==> src/rtl/mem_stage_if.sv <==
// EX -> MEM -> WB valid/allowin handshake and payload buses around the MEM stage.
interface mem_stage_if #(
  parameter int unsigned ES2MS_W = 86,
  parameter int unsigned MS2WS_W = 77
);
  logic               es_to_ms_valid;
  logic [ES2MS_W-1:0] es_to_ms_bus;
  logic               ms_allowin;
  logic               ms_to_ws_valid;
  logic [MS2WS_W-1:0] ms_to_ws_bus;
  logic               ws_allowin;

  // master = surrounding pipeline (EX producer, WB consumer); slave = MEM stage
  modport master (
    output es_to_ms_valid, es_to_ms_bus, ws_allowin,
    input  ms_allowin, ms_to_ws_valid, ms_to_ws_bus
  );

  modport slave (
    input  es_to_ms_valid, es_to_ms_bus, ws_allowin,
    output ms_allowin, ms_to_ws_valid, ms_to_ws_bus
  );
endinterface

==> src/rtl/mem_stage.sv <==
// MEM stage: holds the EX bundle until its data-SRAM response arrives, aligns/extends
// load data, forwards the result to WB and exports a forwarding bundle to ID.
module mem_stage (
  input  logic        clk,
  input  logic        resetn,
  mem_stage_if.slave  pipe,
  input  logic        data_sram_data_ok,
  input  logic [31:0] data_sram_rdata,
  input  logic        flush,
  output logic [38:0] ms_rf_collect,
  output logic        ms_has_except
);
  localparam int unsigned ES2MS_W = 86;
  localparam int unsigned MS2WS_W = 77;
  localparam int unsigned EXC_W   = 7;

  logic               ms_valid;
  logic [ES2MS_W-1:0] es_bus_r;
  logic [31:0]        rdata_buf;
  logic               rdata_buf_valid;
  logic               discard;

  logic [31:0]      ms_pc;
  logic             ms_rf_we;
  logic [4:0]       ms_rf_waddr;
  logic             ms_res_from_mem;
  logic             ms_mem_req;
  logic [4:0]       ms_ld_op;
  logic [1:0]       ms_addr_lo;
  logic [31:0]      ms_ex_result;
  logic [EXC_W-1:0] ms_except;

  assign {ms_pc, ms_rf_we, ms_rf_waddr, ms_res_from_mem, ms_mem_req,
          ms_ld_op, ms_addr_lo, ms_ex_result, ms_except} = es_bus_r;

  logic data_ok_live;
  logic ms_ready_go;
  logic allowin;
  logic to_ws_valid;

  // A response arriving while discard is set belongs to a flushed request
  assign data_ok_live = data_sram_data_ok & ~discard;
  assign ms_ready_go  = ~ms_mem_req | rdata_buf_valid | data_ok_live;
  assign allowin      = ~ms_valid | (ms_ready_go & pipe.ws_allowin);
  assign to_ws_valid  = ms_valid & ms_ready_go & ~flush;

  logic [31:0] load_sel;
  logic [7:0]  load_byte;
  logic [15:0] load_half;
  logic [31:0] load_data;
  logic [31:0] final_result;

  always_comb begin
    load_sel  = rdata_buf_valid ? rdata_buf : data_sram_rdata;
    load_byte = load_sel[{ms_addr_lo, 3'b000} +: 8];
    load_half = load_sel[{ms_addr_lo[1], 4'b0000} +: 16];
    case (ms_ld_op)
      5'b10000: load_data = {{24{load_byte[7]}}, load_byte};
      5'b01000: load_data = {24'h0, load_byte};
      5'b00100: load_data = {{16{load_half[15]}}, load_half};
      5'b00010: load_data = {16'h0, load_half};
      default:  load_data = load_sel;
    endcase
    final_result = ms_res_from_mem ? load_data : ms_ex_result;
  end

  // Pipeline valid and bundle latch; flush kills the resident bundle and blocks entry
  always_ff @(posedge clk) begin
    if (!resetn) begin
      ms_valid <= 1'b0;
      es_bus_r <= '0;
    end else begin
      if (flush) begin
        ms_valid <= 1'b0;
      end else if (allowin) begin
        ms_valid <= pipe.es_to_ms_valid;
      end
      if (pipe.es_to_ms_valid && allowin && !flush) begin
        es_bus_r <= pipe.es_to_ms_bus;
      end
    end
  end

  // Hold load data that arrived while WB was stalled
  always_ff @(posedge clk) begin
    if (!resetn) begin
      rdata_buf_valid <= 1'b0;
      rdata_buf       <= '0;
    end else if (flush || (to_ws_valid && pipe.ws_allowin)) begin
      rdata_buf_valid <= 1'b0;
    end else if (data_ok_live && ms_valid && !pipe.ws_allowin) begin
      rdata_buf_valid <= 1'b1;
      rdata_buf       <= data_sram_rdata;
    end
  end

  // Remember to drop the response of a request killed before its data came back
  always_ff @(posedge clk) begin
    if (!resetn) begin
      discard <= 1'b0;
    end else if (flush && ms_valid && ms_mem_req && !rdata_buf_valid && !data_sram_data_ok) begin
      discard <= 1'b1;
    end else if (data_sram_data_ok) begin
      discard <= 1'b0;
    end
  end

  logic [MS2WS_W-1:0] ws_bus;
  assign ws_bus = {ms_pc, ms_rf_we, ms_rf_waddr, final_result, ms_except};

  assign pipe.ms_allowin     = allowin;
  assign pipe.ms_to_ws_valid = to_ws_valid;
  assign pipe.ms_to_ws_bus   = ws_bus;

  assign ms_rf_collect = {ms_valid & ms_res_from_mem & ~ms_ready_go,
                          ms_valid & ms_rf_we,
                          ms_valid ? ms_rf_waddr : 5'd0,
                          ms_valid ? final_result : 32'd0};
  assign ms_has_except = ms_valid & (|ms_except);
endmodule

==> src/flat_wrapper.sv <==
// flat-port wrapper written by rule: the top's interface ports become plain ports
module mem_stage_flat 
  (clk, resetn, data_sram_data_ok, data_sram_rdata, flush, ms_rf_collect, ms_has_except, pipe_es_to_ms_valid, pipe_es_to_ms_bus, pipe_ws_allowin, pipe_ms_allowin, pipe_ms_to_ws_valid, pipe_ms_to_ws_bus);
  mem_stage_if pipe_i ();
  input  logic clk;
  input  logic resetn;
  input  logic data_sram_data_ok;
  input  logic [31:0] data_sram_rdata;
  input  logic flush;
  output logic [38:0] ms_rf_collect;
  output logic ms_has_except;
  input wire logic [$bits(pipe_i.es_to_ms_valid)-1:0] pipe_es_to_ms_valid;
  input wire logic [$bits(pipe_i.es_to_ms_bus)-1:0] pipe_es_to_ms_bus;
  input wire logic [$bits(pipe_i.ws_allowin)-1:0] pipe_ws_allowin;
  output wire logic [$bits(pipe_i.ms_allowin)-1:0] pipe_ms_allowin;
  output wire logic [$bits(pipe_i.ms_to_ws_valid)-1:0] pipe_ms_to_ws_valid;
  output wire logic [$bits(pipe_i.ms_to_ws_bus)-1:0] pipe_ms_to_ws_bus;
  assign pipe_i.es_to_ms_valid = pipe_es_to_ms_valid;
  assign pipe_i.es_to_ms_bus = pipe_es_to_ms_bus;
  assign pipe_i.ws_allowin = pipe_ws_allowin;
  assign pipe_ms_allowin = pipe_i.ms_allowin;
  assign pipe_ms_to_ws_valid = pipe_i.ms_to_ws_valid;
  assign pipe_ms_to_ws_bus = pipe_i.ms_to_ws_bus;
  mem_stage u_core (.clk(clk), .resetn(resetn), .pipe(pipe_i), .data_sram_data_ok(data_sram_data_ok), .data_sram_rdata(data_sram_rdata), .flush(flush), .ms_rf_collect(ms_rf_collect), .ms_has_except(ms_has_except));
endmodule
==> config.mk <==
export PLATFORM = sky130hd
export DESIGN_NAME = mem_stage_flat
export DESIGN_NICKNAME = d
export VERILOG_FILES = /design/src/rtl/mem_stage_if.sv /design/src/rtl/mem_stage.sv /design/src/flat_wrapper.sv
export SDC_FILE = /design/constraint.sdc
export NUM_CORES = 1
export LEC_CHECK = 0
export CORE_ASPECT_RATIO = 0.7
export CORE_MARGIN = 3
export CORE_UTILIZATION = 40
export CTS_BUF_LIST = sky130_fd_sc_hd__clkbuf_2 sky130_fd_sc_hd__clkbuf_4 sky130_fd_sc_hd__clkbuf_8
export DETAILED_ROUTE_END_ITERATION = 10
export GPL_TIMING_DRIVEN = 0
export PLACE_DENSITY = 0.72
export SKIP_LAST_GASP = 1
export SLEW_MARGIN = 20
export SYNTH_ARGS = -nofsm -noshare
export SYNTH_HDL_FRONTEND = slang
export SYNTH_SLANG_ARGS = --single-unit
==> constraint.sdc <==
create_clock -name clk -period 3.7 [get_ports clk]
set_input_delay 0.555 -clock clk [delete_from_list [all_inputs] [get_ports clk]]
set_output_delay 0.555 -clock clk [all_outputs]
set_load 0.1 [all_outputs]
==> results of run 1 <==
==> worst paths after layout <==
path	from	endpoint	slack, ps	depth (start not counted)
worst max-delay path	u_core.rdata_buf_valid	ms_rf_collect[3]	40	8
worst min-delay path	u_core.rdata_buf[6]	u_core.rdata_buf[6]	480	2
worst max register to register	u_core.rdata_buf_valid	u_core.es_bus_r[51]	1430	7
worst min register to register	u_core.rdata_buf[6]	u_core.rdata_buf[6]	480	2
==> cells by family (layout without fill, tap and decap cells) <==
logic type / Yosys count / in the layout / share of synthesized area
and+or+nand+nor: 276 / 276 / 0.200
muxes: 152 / 152 / 0.230
DFF: 121 / 121 / 0.339
AOI/OAI and AO/OA: 142 / 142 / 0.141
buffers and inverters: 108 / 381 / 0.0858
xor gates and xnor gates: 2 / 2 / 0.00350
==> cell usage after synthesis (all sizes together) (7+ instances only) <==
cell type | number | area (um^2)
nor2 | 32 | 125
a31oi | 22 | 153
nor3 | 11 | 60.1
and2 | 10 | 62.6
a21boi | 33 | 248
mux2i | 124 | 1240
nor2b | 91 | 569
nand2 | 102 | 383
mux4 | 8 | 180
dfxtp | 121 | 2420
a21oi | 20 | 100
o2bb2ai | 10 | 87.6
buf | 70 | 470
or3 | 7 | 43.8
o21ai | 16 | 83.8
mux2 | 20 | 225
clkbuf | 36 | 135
==> worst max-delay path, stage by stage (launching register included) <==
cell and delay [ps]:
dfxtp_1 460, buf_2 270, buf_2 360, mux2i_2 420
nor3_1 100, a311oi_1 300, o21ai_1 260, o211a_1 200
clkbuf_4 280
==> metrics by stage <==
step	utilization	cells	power, mW	TNS, ps	setup slack (ps)
after floorplan	-	801	2.24	-23.6	-23.6
after global placement	0.571	1274	2.62	-21490	-534
after detailed placement	0.571	1274	2.63	-21970	-552
after CTS	0.593	1305	3.88	-2900	-211
after global routing	0.591	1305	4.01	-30.8	-30.8
final	0.591	1305	3.88	0	38.7
==> metal layers <==
metal / vias to the layer above / track usage / share of wire
met1: 3202 / 0.367 / 0.46
met4: 0 / 0.0556 / 0.0099
met2: 380 / 0.383 / 0.43
met5: - / 0 / 0
li1: 3291 / - / -
met3: 26 / 0.0792 / 0.10
==> power by group through the flow <==
stage	clock (mW)	combinational [mW]	sequential, mW
after global routing	1.36	1.25	1.39
after detailed placement	0	1.21	1.41
after CTS	1.30	1.20	1.38
after floorplan	0	0.838	1.40
after global placement	0	1.21	1.41
final	1.29	1.20	1.39
==> cell usage in the layout, fill, tap and decap left out, types with 23 or more instances in the layout <==
| cell type | synthesis | final |
|---|---|---|
| a21boi_0 | 33 | 33 |
| buf_2 | 19 | 37 |
| buf_4 | 49 | 50 |
| clkbuf_1 | 36 | 31 |
| clkdlybuf4s15_2 | 0 | 23 |
| clkdlybuf4s50_1 | 0 | 174 |
| dfxtp_1 | 121 | 119 |
| mux2i_1 | 124 | 123 |
| nand2_1 | 102 | 102 |
| nor2_1 | 30 | 29 |
| nor2b_1 | 91 | 91 |
==> registers in the layout, summed over array words and instances, names as in the netlist <==
register and flops:
u_core.es_bus_r 86, u_core.discard 1, u_core.rdata_buf_valid 1, u_core.rdata_buf 32
u_core.ms_valid 1
==> layout make-up <==
type                       count  area, um^2  share of cell area
tap                          231         289              0.0282
timing repair buffer         242        2300               0.225
sequential                   121        2420               0.237
buffer                       106         626              0.0611
multi-input combinational    572        4170               0.408
clock buffer                  18         248              0.0242
inverter                       2        7.51            0.000733
clock inverter                13         171              0.0167
==> results.py, run 1 <==
metrics = {
    "run_status": {
        "status": "finished clean",
    },
    "worst_setup_path": {
        "worstPathMaxFanout": 10,
        "worstSetupPathType": "flip-flop to output port",
        "worstPathArrival_ps": 3110,
        "required_ps": 3140,
        "critical_path.endpoint_type": "output port",
        "cp-start-kind": "flip-flop",
    },
    "clocking": {
        "numCtsBuffers": 17,
        "cts_buffer_depth": 2,
        "cts_hold_buf": 0,
        "tritoncts": "yes",
        "clkLatencyLatePin_ps": 460,
        "root_buffer": "clkbuf_8",
        "clk_pin_slew_ps": 80,
        "htree_levels": 4,
        "cts.sinks": 121,
        "postCtsSetupBuffers": 0,
        "cts_resized": 237,
    },
    "floorplan": {
        "dieWidth_um": 166,
        "die-height_um": 118,
        "placementRows": 40,
        "dieArea_um2": 19500,
        "initial_core_util": 0.413,
        "io_pins": 243,
        "core_region_area_um2": 17300,
    },
    "synth": {
        "synth_seq_cells": 121,
        "syn-num-nets": 925,
        "synth-edff-count": 0,
        "yosysSeqAreaShare": 0.339,
        "ys.flop_type": "dfxtp_1",
        "netlist_area_um2": 7150,
        "synth_cell_type_count": 52,
        "synth-async-reset-ratio": 0,
        "synthCells": 801,
        "syn_avg_cell_area_um2": 8.93,
        "synth-warning-count": 0,
    },
    "timing": {
        "finalMaxSlewViolations": 0,
        "fin_crit_sh": 0.990,
        "skew_ps": 9.53,
        "hold_violations": 0,
        "hold-worst-slack_ps": 482,
        "maxSlewHeadroom": 0.299,
        "worst_pin_slew_ps": 1050,
        "finalSetupViolCount": 0,
        "fin_crit_ps": 3660,
        "fmax_ghz": 0.273,
        "grt_setup_unrepaired": "true",
    },
    "routing": {
        "vias_per_cell": 5.29,
        "drt-wirelength-per-cell_um": 19.8,
        "drt_wl_total_mm": 25.8,
        "ant_nets": 0,
        "via_count": 6899,
        "drt_first_pass_iters": 7,
        "drc": 0,
        "drt_iter0_markers": 596,
    },
    "finish": {
        "drive_gt1_frac": 0.200,
        "fillers": 1598,
        "num-nets-final": 1186,
        "n_antenna_cell": 0,
        "stdcell_area_um2": 10200,
        "area_growth_pct": 43.3,
    },
    "job": {
        "drv_cap": 0,
    },
    "power": {
        "p_sw_frac": 0.373,
        "clkPwrFrac": 0.333,
        "vdd_drop_max_uv": 219,
        "pwr-share-comb": 0.310,
        "seqPwrFrac": 0.357,
        "internal_power_mw": 2.43,
        "p_leak_nw": 3.94,
        "p_sw_mw": 1.45,
        "power_density_nw_per_um2": 379,
    },
    "placed_design": {
        "dpl.hpwl_mm": 19.5,
        "gp_congestion": 0.953,
        "dpl-instance-area_um2": 9890,
        "port_buffers": 242,
    },
    "global_routing": {
        "grt_pass1_vias": 6471,
        "grt_max_degree": 17,
        "antenna_found_initial": 0,
        "overflow": 0,
        "grt_pass1_wl_mm": 39.2,
        "grtUsageTotal": 0.257,
    },
    "hold_path": {
        "hold_path.class": "flip-flop to flip-flop",
    },
}
No activity file was read; power rests on OpenSTA's default activity.
==> inputs of run 2 (changes only) <==
PLACE_DENSITY = 0.79   (was 0.72)
SETUP_SLACK_MARGIN = 0.02   (was unset)
clock period = 3.05 ns   (was 3.7 ns; I/O delays follow)
==> results.py, run 2 (synthesized netlist as in run 1, its figures left out) <==
metrics = {
    "global_routing": {
        "grt.busiest_layer": "met2",
        "grt_max_degree": 17,
        "grtUsageTotal": 0.259,
        "overflow": 0,
        "grt_use_met2": 0.369,
        "grt_pass1_vias": 6858,
        "use_met1": 0.362,
        "antenna_found_initial": 0,
        "met3_usage": 0.104,
        "grt_pass1_wl_mm": 39.6,
    },
    "job": {
        "drv_cap": 0,
    },
    "worst_setup_path": {
        "worstPathArrival_ps": 2560,
        "ff2ff_path_depth": 7,
        "crit_top_cell": "buf_6",
        "critPathSlowestCell": "dfxtp_1",
        "path_cells": "buf_6, buf_12, buf_6, mux2i_1, nand2_1, a311oi_1, o21ai_2, o211a_1, buf_6",
        "worstPathMaxFanout": 11,
        "worstSetupPathType": "flip-flop to output port",
        "required_ps": 2590,
        "critPathMaxStageDelay_ps": 330,
        "critical_path.endpoint_type": "output port",
        "cp-start-kind": "flip-flop",
    },
    "timing": {
        "skew_ps": 11.7,
        "maxSlewHeadroom": 0.331,
        "grt_setup_unrepaired": "true",
        "worst_pin_slew_ps": 1000,
        "fin_crit_sh": 0.990,
        "fmax_ghz": 0.331,
        "finalSetupViolCount": 0,
        "tns_ps": 0,
        "fin_crit_ps": 3020,
        "hold_violations": 0,
        "finalMaxSlewViolations": 0,
    },
    "placed_design": {
        "dpl.hpwl_mm": 19.9,
        "port_buffers": 242,
        "gp_congestion": 0.954,
        "dp.cells": 1274,
    },
    "routing": {
        "drt_iter0_markers": 763,
        "via_count": 7174,
        "drc": 0,
        "drt_wl_total_mm": 27.0,
        "drt_first_pass_iters": 5,
        "drt-wirelength-per-cell_um": 20.3,
        "vias_per_cell": 5.41,
        "ant_nets": 0,
    },
    "clocking": {
        "root_buffer": "clkbuf_8",
        "cts.sinks": 121,
        "clk_pin_slew_ps": 80,
        "htree_levels": 4,
        "tritoncts": "yes",
        "cts_buffer_depth": 2,
        "numCtsBuffers": 17,
        "cts_hold_buf": 0,
        "clkLatencyLatePin_ps": 460,
    },
    "finish": {
        "largest_reg_flops": 86,
        "regMostFlops": "u_core.es_bus_r",
        "n_antenna_cell": 0,
        "drive_gt1_frac": 0.304,
        "final_util": 0.671,
        "num-nets-final": 1207,
        "fin_cells": 1327,
        "largestRegisters": "u_core.es_bus_r: 86 flops, u_core.rdata_buf: 32 flops",
        "final_cell_mix": "clkdlybuf4s50_1 (167), dfxtp_1 (117), mux2i_1 (111), nand2_1 (102), nor2b_1 (91)",
        "area_growth_pct": 62.5,
        "layout_commonest_cell": "clkdlybuf4s50_1",
    },
    "floorplan": {
        "dieWidth_um": 166,
        "io_pins": 243,
        "die-height_um": 118,
        "placementRows": 40,
        "core_region_area_um2": 17300,
        "dieArea_um2": 19500,
        "initial_core_util": 0.413,
    },
    "run_status": {
        "status": "finished clean",
    },
    "power": {
        "p_leak_nw": 4.27,
        "power_density_nw_per_um2": 426,
        "vdd_drop_max_uv": 223,
    },
    "hold_path": {
        "hold_depth": 3,
        "hold_path.class": "primary input to flip-flop",
    },
}
==> run 2: cell count changes in the layout (fill, tap and decap cells not counted), sizes merged <==
cell / previous run / this run
clkdlybuf4s18: 0 / 1
buf: 88 / 148
clkdlybuf4s15: 23 / 5
dlygate4sd2: 1 / 3
clkdlybuf4s50: 174 / 167
clkbuf: 75 / 62
inv: 4 / 5
dlymetal6s2s: 5 / 1
==> run 2: per-layer routing <==
| metal | up-vias | share of wire | wire, um |
|---|---|---|---|
| met2 | 390 | 0.43 | 11600 |
| met4 | 0 | 0.014 | 391 |
| li1 | 3343 | - | - |
| met1 | 3405 | 0.45 | 12100 |
| met5 | - | 0 | 0 |
| met3 | 36 | 0.11 | 2910 |
==> run 2: final cells by class <==
cell class | instances | area, um^2
fillers | 1353 | 5700
multi-input cells | 572 | 4910
repair buffers | 264 | 2800
flip-flops and latches | 121 | 2440
plain buffers | 105 | 748
well taps | 231 | 289
clock buffers | 18 | 248
clock inverters | 14 | 170
inverters | 2 | 7.51
==> run 2: metrics by stage <==
| stage | setup slack, ps | hold WS (ps) | area (um^2) | power, mW |
|---|---|---|---|---|
| CTS | -81.9 | 488 | 10800 | 4.82 |
| global route | -55.0 | 382 | 11600 | 5.13 |
| detailed placement | -1110 | 474 | 10100 | 3.22 |
| floorplan | -576 | 450 | 7420 | 2.76 |
| finish | 29.7 | 382 | 11600 | 4.95 |
| global placement | -1080 | 468 | 10100 | 3.21 |
==> run 2: power by group <==
| group | internal (mW) | total, mW | leakage [nW] | switching [mW] |
|---|---|---|---|---|
| logic | 0.610 | 1.70 | 3.08 | 1.09 |
| clock network | 0.833 | 1.57 | 0.202 | 0.740 |
| registers | 1.64 | 1.68 | 0.989 | 0.0451 |
==> run 2: path summary, 6_finish.rpt <==
| path | start | to | slack [ps] |
|---|---|---|---|
| setup / recovery | u_core.es_bus_r[40] | ms_rf_collect[5] | 30 |
| hold / removal | data_sram_rdata[31] | u_core.rdata_buf[31] | 380 |
| setup reg to reg | u_core.discard | u_core.es_bus_r[38] | 780 |
| hold reg to reg | u_core.rdata_buf[2] | u_core.rdata_buf[2] | 500 |
==> run 2: timing repair <==
item,in CTS,in global routing
gates resized for setup,492,134
gates cloned,0,3
setup endpoints to repair,74,65
setup buffers,9,10
pin swaps,6,20
==> run 2: worst max-delay path, delay by kind of cell (launching register included) <==
kind / cells / cell delay [ps]
AO/OA/AOI/OAI: 3 / 670
buffers and inverters: 4 / 670
flip-flops: 1 / 330
multiplexers: 1 / 320
AND/OR/NAND/NOR: 1 / 100
==> inputs of run 3 (changes only) <==
GPL_ROUTABILITY_DRIVEN = 0   (was unset)
==> results.py, run 3 (synthesized netlist as in run 1, its figures left out) <==
metrics = {
    "timing": {
        "finalMaxSlewViolations": 0,
        "fin_crit_ps": 3020,
        "tns_ps": 0,
        "finalSetupViolCount": 0,
        "grt_setup_unrepaired": "true",
        "hold_violations": 0,
        "fin_crit_sh": 0.990,
        "worst_pin_slew_ps": 1000,
        "maxSlewHeadroom": 0.331,
        "skew_ps": 7.56,
        "fmax_ghz": 0.331,
    },
    "power": {
        "total_power_mw": 5.09,
        "p_leak_nw": 4.29,
        "pwr-share-comb": 0.327,
        "vdd_drop_max_uv": 329,
        "power_density_nw_per_um2": 443,
        "p_sw_frac": 0.358,
        "p_sw_mw": 1.82,
        "clkPwrFrac": 0.342,
        "internal_power_mw": 3.26,
        "seqPwrFrac": 0.331,
    },
    "finish": {
        "largest_reg_flops": 86,
        "drive_gt1_frac": 0.311,
        "num-nets-final": 1212,
        "layout_commonest_cell": "clkdlybuf4s50_1",
        "regMostFlops": "u_core.es_bus_r",
        "largestRegisters": "u_core.es_bus_r: 86 flops, u_core.rdata_buf: 32 flops",
        "n_antenna_cell": 0,
        "final_cell_mix": "clkdlybuf4s50_1 (167), dfxtp_1 (116), mux2i_1 (109), nand2_1 (102), nor2b_1 (91)",
        "area_growth_pct": 60.5,
    },
    "floorplan": {
        "placementRows": 40,
        "die-height_um": 118,
        "dieWidth_um": 166,
        "initial_core_util": 0.413,
        "core_region_area_um2": 17300,
        "io_pins": 243,
        "dieArea_um2": 19500,
    },
    "global_routing": {
        "grt_max_degree": 17,
        "grt_pass1_vias": 6680,
        "antenna_found_initial": 0,
        "overflow": 0,
        "grtUsageTotal": 0.256,
        "grt_pass1_wl_mm": 39.3,
    },
    "clocking": {
        "clkLatencyLatePin_ps": 450,
        "clk_pin_slew_ps": 80,
        "root_buffer": "clkbuf_8",
        "cts.sinks": 121,
        "tritoncts": "yes",
        "htree_levels": 4,
        "cts_buffer_depth": 2,
        "cts_hold_buf": 0,
        "numCtsBuffers": 17,
    },
    "routing": {
        "drt-wirelength-per-cell_um": 20.0,
        "drt_iter0_markers": 583,
        "via_count": 7098,
        "drt_first_pass_iters": 5,
        "drc": 0,
        "ant_nets": 0,
        "vias_per_cell": 5.33,
        "drt_wl_total_mm": 26.7,
    },
    "worst_setup_path": {
        "required_ps": 2590,
        "worstPathArrival_ps": 2560,
        "worstPathMaxFanout": 5,
        "worstSetupPathType": "flip-flop to output port",
        "cp-start-kind": "flip-flop",
        "critPathMaxStageDelay_ps": 350,
        "crit_top_cell": "buf_4",
        "critPathSlowestCell": "a311oi_1",
        "path_cells": "buf_6, buf_4, clkbuf_16, mux4_2, a2bb2oi_1, a311oi_1, o21ai_2, o211a_1, buf_4",
        "critical_path.endpoint_type": "output port",
    },
    "run_status": {
        "status": "finished clean",
    },
    "job": {
        "drv_cap": 0,
    },
    "placed_design": {
        "port_buffers": 242,
        "dpl.hpwl_mm": 19.9,
    },
    "hold_path": {
        "hold_path.class": "primary input to flip-flop",
    },
}
-- run 3: cell count changes in the layout (fill, tap and decap cells not counted), moves of 7 or more --
cell / delta
buf_6: +16
o2bb2ai_2: +10
o2bb2ai_4: -10
a31oi_2: +8
a31oi_4: -7
buf_8: -7
-- run 3: area by class of cell --
class | count | area (um^2)
plain buffers | 105 | 749
clock buffers | 19 | 262
clock inverters | 13 | 216
fillers | 1413 | 5840
inverters | 2 | 7.51
multi-input cells | 572 | 4700
flip-flops and latches | 121 | 2430
well taps | 231 | 289
repair buffers | 269 | 2810
-- run 3: timing repair --
action | 4_1_cts | 5_1_grt
endpoints found under the setup margin | 74 | 67
setup buffers | 7 | 14
gates resized for setup | 487 | 101
pin swaps | 4 | 9
cloned | 1 | 5
-- run 3: worst paths after layout --
check / slack, ps / to / from / cells past startpoint
max: 30 / ms_rf_collect[2] / u_core.es_bus_r[40] / 9
min: 350 / u_core.rdata_buf[31] / data_sram_rdata[31] / 3
max reg2reg: 670 / u_core.es_bus_r[65] / u_core.discard / 7
min reg2reg: 490 / u_core.rdata_buf[22] / u_core.rdata_buf[22] / 2
-- run 3: routing by layer --
metal / GRT usage / wire length (um) / share of wire / vias to the layer above
met5: 0 / 0 / 0 / -
met4: 0.0504 / 316 / 0.012 / 0
met3: 0.0869 / 2760 / 0.10 / 32
met2: 0.373 / 11500 / 0.43 / 385
met1: 0.371 / 12100 / 0.45 / 3342
li1: - / - / - / 3339
-- run 3: critical path, delay by kind of cell (launching register included) --
kind,cells,cell delay (ps)
AO/OA/AOI/OAI,4,820
buffers and inverters,4,660
flip-flops,1,330
multiplexers,1,290
-- run 3: through the flow --
stage           util  worst slack [ps]  instances  cell area [um^2]  hold WS [ps]
3_5_place_dp   0.585             -1080       1274             10100           474
6_report       0.663              29.0       1332             11500           349
3_3_place_gp   0.585             -1090       1274             10100           467
5_1_grt        0.663             -36.3       1332             11500           361
2_1_floorplan      -              -576        801              7420           450
4_1_cts        0.629              -103       1313             10900           486
-- run 3: power groups by stage --
stage	Clock, mW	Combinational [mW]	Sequential, mW
2_1_floorplan	0	1.05	1.70
3_3_place_gp	0	1.50	1.72
3_5_place_dp	0	1.51	1.72
4_1_cts	1.77	1.56	1.68
5_1_grt	1.83	1.73	1.69
6_report	1.74	1.66	1.68
